**config.mk**
```make
export PLATFORM = sky130hd
export DESIGN_NAME = tohost_monitor
export DESIGN_NICKNAME = d
export VERILOG_FILES = /design/src/rtl/tohost_monitor.sv
export SDC_FILE = /design/constraint.sdc
export NUM_CORES = 1
export LEC_CHECK = 0
export ABC_AREA = 1
export CORE_MARGIN = 5
export CORE_UTILIZATION = 45
export CTS_CLUSTER_SIZE = 16
export DETAILED_ROUTE_END_ITERATION = 10
export GPL_TIMING_DRIVEN = 0
export PLACE_DENSITY_LB_ADDON = 0.15
export SLEW_MARGIN = 0
export SYNTH_ARGS = -nofsm -noshare
export SYNTH_HDL_FRONTEND = slang
export SYNTH_SLANG_ARGS = --single-unit
```
**constraint.sdc**
```tcl
create_clock -name clk -period 3.8 [get_ports clk]
set_input_delay 0.38 -clock clk [delete_from_list [all_inputs] [get_ports clk]]
set_output_delay 0.38 -clock clk [all_outputs]
set_load 0.02 [all_outputs]
```
**src/rtl/tohost_monitor.sv**
```systemverilog
// Watches core stores to the tohost word and latches the test verdict (pass / fail / timeout).
// The watchdog is built only when TOHOST_MONITOR_TIMEOUT_EN is defined.
module tohost_monitor #(
  parameter logic [31:0] TOHOST_ADDR    = 32'h0000_1000,
  parameter int unsigned TIMEOUT_CYCLES = 5000
) (
  input  logic        clk,
  input  logic        rst,
  input  logic        mem_we,
  input  logic [31:0] mem_addr,
  input  logic [31:0] mem_wdata,
  input  logic [3:0]  mem_wstrb,
  output logic        done,
  output logic        pass,
  output logic [30:0] fail_test,
  output logic        timeout,
  output logic        bad_write,
  output logic [31:0] cycle_count
);

  localparam logic [1:0] S_RUN     = 2'd0;
  localparam logic [1:0] S_PASS    = 2'd1;
  localparam logic [1:0] S_FAIL    = 2'd2;
  localparam logic [1:0] S_TIMEOUT = 2'd3;

  logic [1:0]  state;
  logic        running, hit, commit, partial, expire;
  logic [31:0] cnt_next;
  logic [1:0]  unused_addr_lsb;

  // Byte offset within the tohost word is irrelevant.
  assign unused_addr_lsb = mem_addr[1:0];

  assign running  = (state == S_RUN);
  // Zero-valued stores never count, whatever the strobe.
  assign hit      = mem_we && (mem_addr[31:2] == TOHOST_ADDR[31:2]) && (mem_wdata != 32'd0);
  assign commit   = running && hit && (mem_wstrb == 4'hF);
  assign partial  = running && hit && (mem_wstrb != 4'h0) && (mem_wstrb != 4'hF);
  assign cnt_next = (cycle_count == 32'hFFFF_FFFF) ? cycle_count : cycle_count + 32'd1;

`ifdef TOHOST_MONITOR_TIMEOUT_EN
  logic timeout_q;
  assign expire  = running && (cnt_next == TIMEOUT_CYCLES[31:0]);
  assign timeout = timeout_q;

  always_ff @(posedge clk) begin
    if (rst)
      timeout_q <= 1'b0;
    else if (expire && !commit)
      timeout_q <= 1'b1;
  end
`else
  assign expire  = 1'b0;
  assign timeout = 1'b0;
`endif

  always_ff @(posedge clk) begin
    if (rst) begin
      state       <= S_RUN;
      done        <= 1'b0;
      pass        <= 1'b0;
      fail_test   <= 31'd0;
      bad_write   <= 1'b0;
      cycle_count <= 32'd0;
    end else if (running) begin
      cycle_count <= cnt_next;
      if (partial)
        bad_write <= 1'b1;
      // A commit on the same edge as the watchdog expiry wins.
      if (commit) begin
        done <= 1'b1;
        if (mem_wdata == 32'd1) begin
          state <= S_PASS;
          pass  <= 1'b1;
        end else begin
          state     <= S_FAIL;
          fail_test <= mem_wdata[0] ? mem_wdata[31:1] : 31'h7FFF_FFFF;
        end
      end else if (expire) begin
        state <= S_TIMEOUT;
        done  <= 1'b1;
      end
    end
  end

endmodule

```
======== Word level (Yosys, flattened, before mapping) ========
Index checks and enable logic that the tools add are counted.
cells by class
  $add $sub $neg .......................... 1
  multipliers ............................. 0
  divide/modulo/power cells ............... 0
  order comparisons ....................... 0
  eq/ne operators ......................... 5
  shifts and indexed selects .............. 0
  muxes and demuxes ....................... 2
  bitwise operators ....................... 2
  reduce and logical (&&, ||, !) cells .... 14
operators with widths
  operator                                         number
  adder 32 x 1 -> 32 bit, second input constant    1
  == test 32 x 1 -> 1 bit, second input constant   1
  == test 32 bit, second input constant            1
  nonzero test 32 bit                              1
  2-to-1 mux 31 bit                                1
  == test 30 x 11 -> 1 bit, second input constant  1
  logical AND 1 bit                                6
  AND reduction 2 bit                              3
  AND reduction 3 bit                              2
  == test 4 bit, second input constant             1
  inequality test 4 bit, second input constant     1
  nonzero test 4 bit                               1
  logical NOT 2 bit                                1
  2-to-1 mux 2 bit                                 1
  inverter 1 bit                                   2
storage, ports and cells
  register bits ........................... 68
  bits in latches ......................... 0
  bits in writable memories ............... 0
  bits in read-only memories .............. 0
  input port bits ......................... 71
  output and inout port bits .............. 67
  memories ................................ 0

======== Longest topological paths before layout ========
  word-level depth ........................ 7
  mapped depth ............................ 12
  mapped depth without buffers ............ 12

======== Least setup slack after synthesis ========
No wires, ideal clock.
  path kind ............................... reg2reg
  start ................................... reg cycle_count[0]
  end ..................................... reg cycle_count[9]
  library setup time ...................... 69 ps
  data arrival time ....................... 1688 ps
  data required time ...................... 3731 ps
  setup slack ............................. 2042 ps
  stages on the path, launching flop included .. 12
  buffers on the path ..................... 2
  period minus slack after synthesis ...... 1758 ps
  cell sequence ........................... dfxtp_1 > ha_1 > nand3_1 > inv_1 > nand2_2 > nor2_4 > nand2_2 > nand2_4 > buf_6 > buf_8 > nand2_1 > a21oi_2
between the ends
  longest elaborated chain between the ends .. 3
  elaborated cells between the ends (all ways) .. 4
RTL lines
  what                                                                            line  RTL
  start, declared                                                                 18    output logic [31:0] cycle_count
  start signal, assigned                                                          66    cycle_count <= cnt_next;
  parallel branches: the longest is 3 deep, another holds adder 32 x 1 -> 32 bit  --
Parallel ways; which one is timed is not known.
A chain may end at the register's enable or synchronous reset.

======== Worst setup path after layout ========
  start ................................... reg cycle_count[0]
  end ..................................... reg cycle_count[27]
Same word-level chain as after synthesis.

==> impl_metrics.prom <==
# TYPE chip_impl_metric gauge
chip_impl_info{name="run_status",value="finished clean"} 1
chip_impl_metric{name="maxCapViolations",unit=""} 0
chip_impl_metric{name="ys_seq_area_share",unit="%"} 33.1
chip_impl_metric{name="rrSetupSlack",unit="ns"} 1.86
chip_impl_info{name="critical-path-slowest-cell",value="sky130_fd_sc_hd__dfxtp_1"} 1
chip_impl_metric{name="synth_simple_gate_area_share",unit="%"} 46.9
chip_impl_metric{name="route.detailed.vias_per_inst",unit=""} 4.78
chip_impl_metric{name="adder_and_majority_cell_fraction_of_the_synthesized_area",unit="%"} 0.305
chip_impl_metric{name="postSynthAreaPerCell",unit="sq um"} 5.89
chip_impl_metric{name="route.vias.total",unit=""} 4563
chip_impl_metric{name="grt_remaining_overflow",unit=""} 0
chip_impl_info{name="cp_cell_sequence",value="ha_1, nand3_1, inv_1, nand2_2, nor2_4, nand2_2, nand2_4, inv_2, buf_2, nand2_1, a21oi_1"} 1
chip_impl_info{name="cp-start-kind",value="flop"} 1
chip_impl_info{name="synth_top_family_by_area",value="simple AND/OR/NAND/NOR gates"} 1
chip_impl_metric{name="dieWidth",unit="um"} 106
chip_impl_info{name="worst_hold_path_class",value="in2reg"} 1
chip_impl_info{name="r2r-end",value="cycle_count[27]$_SDFFE_PP0P_"} 1
chip_impl_info{name="min_to",value="state[1]$_SDFFE_PP0P_"} 1
chip_impl_metric{name="multi_input_area",unit="sq mm"} 0.00225
chip_impl_metric{name="critical_path_required",unit="ns"} 4.01
chip_impl_metric{name="ctsHtreeMaxLevel",unit=""} 3
chip_impl_metric{name="postSynthRegisterBits",unit=""} 68
chip_impl_metric{name="sequential_cell_area",unit="sq mm"} 0.00136
chip_impl_metric{name="critical_path_depth",unit=""} 11
chip_impl_metric{name="yosysUniqueCellTypes",unit=""} 32
chip_impl_metric{name="report.final.setup_viol",unit=""} 0
chip_impl_info{name="critical_path.reg2reg.startpoint",value="cycle_count[0]$_SDFFE_PP0P_"} 1
chip_impl_metric{name="grt_start_max_net_pins",unit=""} 13
chip_impl_metric{name="grt_pass1_vias",unit=""} 4344
chip_impl_metric{name="worst-path-max-fanout",unit=""} 10
chip_impl_metric{name="slew_viol_final",unit=""} 0
chip_impl_info{name="setup.worst_path.class",value="reg2reg"} 1
chip_impl_metric{name="numClockSinks",unit=""} 68
chip_impl_metric{name="timing_worst_slew_pin_value",unit="ns"} 0.708
chip_impl_metric{name="synth.net_count",unit=""} 770
chip_impl_metric{name="clk_latency",unit="ns"} 0.35
chip_impl_metric{name="fill_cells",unit=""} 843
chip_impl_metric{name="route.antenna.remaining_nets",unit=""} 0
chip_impl_metric{name="rr_worst_depth",unit=""} 11
chip_impl_metric{name="floorplan.initialDensity",unit="%"} 46.7
chip_impl_metric{name="mux_contribution_to_synthesized_area",unit="%"} 0
chip_impl_metric{name="synth_compound_area_share",unit="%"} 5.72
chip_impl_info{name="rsz0062_at_grt",value="false"} 1
chip_impl_metric{name="worstHoldPathCells",unit=""} 2
chip_impl_info{name="critical-path-top-cell-by-count",value="sky130_fd_sc_hd__nand2_2"} 1
chip_impl_info{name="hold_start",value="rst"} 1
chip_impl_metric{name="synth_cells",unit=""} 698
chip_impl_metric{name="clk_pin_slew_worst_paths",unit="ns"} 0.08
chip_impl_metric{name="worstPathArrival",unit="ns"} 2.15
chip_impl_metric{name="post_cts_buffers",unit=""} 0
chip_impl_metric{name="setup_tns",unit="ns"} 0
chip_impl_metric{name="post_synth_instance_area",unit="sq mm"} 0.00411
chip_impl_info{name="worst_setup_path_end_kind",value="flop"} 1
chip_impl_metric{name="cp_slowest_stage_delay",unit="ns"} 0.42
chip_impl_metric{name="drc_violation_count_after_routing",unit=""} 0
chip_impl_metric{name="flow.area_growth_from_synthesis",unit="%"} 40.1
chip_impl_metric{name="num_rows",unit=""} 34
chip_impl_info{name="cts_root_buffer",value="sky130_fd_sc_hd__clkbuf_8"} 1
chip_impl_metric{name="fin_crit",unit="ns"} 1.94
chip_impl_metric{name="floorplan.io_pins",unit=""} 138
chip_impl_metric{name="groute.usage.overall",unit="%"} 22.0
chip_impl_metric{name="postCtsHoldBufs",unit=""} 0
chip_impl_metric{name="bufs_and_invs_on_worst_path",unit=""} 3
chip_impl_metric{name="first_iter_violations",unit=""} 211
chip_impl_metric{name="hpwlAfterDp",unit="um"} 9810
chip_impl_metric{name="power.total",unit="mW"} 1.47
chip_impl_metric{name="final_layout_size_suffix_gt1_share",unit="%"} 8.27
chip_impl_metric{name="cellPowerDensity",unit="mW/mm^2"} 255
chip_impl_metric{name="finalHoldViolations",unit=""} 0
chip_impl_info{name="critPathTopFamily",value="simple AND/OR/NAND/NOR gates"} 1
chip_impl_metric{name="timing.slew.headroom",unit="%"} 52.8
chip_impl_metric{name="clock_path_buffers",unit=""} 2
chip_impl_info{name="tritoncts",value="built"} 1
chip_impl_metric{name="final_net_count",unit=""} 913
chip_impl_metric{name="finalClockSkew",unit="ns"} 0.00969
chip_impl_metric{name="port_buffers",unit=""} 132
chip_impl_metric{name="yosys_warnings",unit=""} 0
chip_impl_metric{name="diodes",unit=""} 0
chip_impl_metric{name="p_leak",unit="nW"} 2.37
chip_impl_metric{name="number_of_gates_resized_after_cts",unit=""} 0
chip_impl_metric{name="global_route_wire_length_before_repair",unit="um"} 20100
chip_impl_metric{name="design.die.area",unit="sq mm"} 0.0111
chip_impl_metric{name="synthXorXnorAreaFrac",unit="%"} 1.71
chip_impl_metric{name="routabilityCongestion",unit=""} 0.930
chip_impl_metric{name="antenna_found_initial",unit=""} 0
chip_impl_metric{name="avgRoutedWirePerCell",unit="um"} 13.0
chip_impl_metric{name="floorplan.die.height",unit="um"} 106
chip_impl_metric{name="final_min_period_over_clock_period",unit="%"} 51.1
chip_impl_metric{name="max_clock_freq",unit="MHz"} 515
chip_impl_metric{name="detail_route.wirelength",unit="um"} 12400
chip_impl_metric{name="drt_pass1_iterations",unit=""} 5
chip_impl_metric{name="core_region_area",unit="sq mm"} 0.00881
chip_impl_metric{name="number_of_buffers_inserted_during_clock_tree_synthesis",unit=""} 9
chip_impl_metric{name="max-vdd-ir-drop",unit="uV"} 196
==> registers in the layout, indices dropped and copies added, names as in the netlist <==
name / cells
cycle_count: 32
fail_test: 31
state: 2
bad_write: 1
done: 1
pass: 1
==> placed cells by master (no fill, tap or decap), drive strengths merged <==
master         Yosys  layout
nand3             17      17
xnor2              2       2
o21ai             11      11
nor3              14      14
clkbuf             9      19
inv               97      97
conb               1       1
buf               13      13
a21oi             27      27
xor2               6       6
nand2            230     230
clkdlybuf4s50      0     132
o21bai             1       1
clkinvlp           0       1
nor4               3       3
dfxtp             68      68
bufinv             0       1
nor3b              2       2
or2               14      14
nand3b             6       6
clkinv             1       5
nor2             160     160
nand4             11      11
ha                 1       1
and2               4       4
==> per-layer routing <==
metal / share of wire [%] / track usage [%] / vias to the layer above
met5: 0 / 0 / -
met4: 1.9 / 7.31 / 0
met3: 6.2 / 4.89 / 20
met2: 48 / 37.9 / 132
met1: 44 / 27.4 / 2018
li1: - / - / 2393
==> per-stage QoR <==
stage / std cells / hold slack (ns) / cell area, sq um / setup WS (ns) / utilization, %
floorplan: 698 / 0.464 / 4110 / 2.04 / -
global placement: 938 / 0.438 / 5570 / 1.59 / 63.2
detailed placement: 938 / 0.441 / 5570 / 1.50 / 63.2
CTS: 954 / 0.387 / 5760 / 1.87 / 65.4
global route: 954 / 0.421 / 5760 / 1.70 / 65.4
finish: 954 / 0.381 / 5760 / 1.86 / 65.4
==> cell type report <==
class | count | share of cell area (%)
plain buffers | 22 | 2.28
clock buffers | 10 | 2.22
clock inverters | 6 | 1.13
inverters | 98 | 6.39
multi-input cells | 510 | 39.0
flip-flops and latches | 68 | 23.6
well taps | 108 | 2.35
repair buffers | 132 | 22.9
==> synthesized netlist by cell type <==
library cell	n	area (sq um)
sky130_fd_sc_hd__a21oi_1	17	85.1
sky130_fd_sc_hd__a21oi_2	10	87.6
sky130_fd_sc_hd__and2_0	1	6.26
sky130_fd_sc_hd__and2_1	3	18.8
sky130_fd_sc_hd__buf_2	6	30.0
sky130_fd_sc_hd__buf_4	4	30.0
sky130_fd_sc_hd__buf_6	2	22.5
sky130_fd_sc_hd__buf_8	1	15.0
sky130_fd_sc_hd__clkbuf_1	9	33.8
sky130_fd_sc_hd__clkinv_1	1	3.75
sky130_fd_sc_hd__conb_1	1	3.75
sky130_fd_sc_hd__dfxtp_1	68	1360
sky130_fd_sc_hd__ha_1	1	12.5
sky130_fd_sc_hd__inv_1	92	345
sky130_fd_sc_hd__inv_2	5	18.8
sky130_fd_sc_hd__nand2_1	224	841
sky130_fd_sc_hd__nand2_2	5	31.3
sky130_fd_sc_hd__nand2_4	1	11.3
sky130_fd_sc_hd__nand3_1	17	85.1
sky130_fd_sc_hd__nand3b_1	6	45.0
sky130_fd_sc_hd__nand4_1	11	68.8
sky130_fd_sc_hd__nor2_1	153	574
sky130_fd_sc_hd__nor2_2	5	31.3
sky130_fd_sc_hd__nor2_4	2	22.5
sky130_fd_sc_hd__nor3_1	14	70.1
sky130_fd_sc_hd__nor3b_1	2	15.0
sky130_fd_sc_hd__nor4_1	3	18.8
sky130_fd_sc_hd__o21ai_0	11	55.1
sky130_fd_sc_hd__o21bai_1	1	7.51
sky130_fd_sc_hd__or2_2	14	87.6
sky130_fd_sc_hd__xnor2_1	2	17.5
sky130_fd_sc_hd__xor2_1	6	52.6
==> kinds of logic after synthesis <==
kind of cell	Yosys count
AO/OA/AOI/OAI	39
XOR/XNOR	8
flip-flops	68
AND/OR/NAND/NOR	461
adder cells (fa/ha/maj)	1
buffers and inverters	120
other	1
==> power breakdown <==
group	internal [mW]	total [mW]	switching, mW
Sequential	0.715	0.718	0.00336
Clock	0.303	0.603	0.299
Combinational	0.0860	0.150	0.0639
Total	1.10	1.47	0.367
==> worst max-delay path by stage <==
stage                                     start                      endpoint
finish              cycle_count[0]$_SDFFE_PP0P_  cycle_count[27]$_SDFFE_PP0P_
global route                      mem_wdata[20]    fail_test[28]$_SDFFE_PP0P_
CTS                 cycle_count[0]$_SDFFE_PP0P_  cycle_count[27]$_SDFFE_PP0P_
detailed placement                mem_wdata[20]    fail_test[23]$_SDFFE_PP0P_
global placement                         mem_we    fail_test[18]$_SDFFE_PP0P_
floorplan           cycle_count[0]$_SDFFE_PP0P_   cycle_count[9]$_SDFFE_PP0P_
Power figures use the tool's default switching activity.
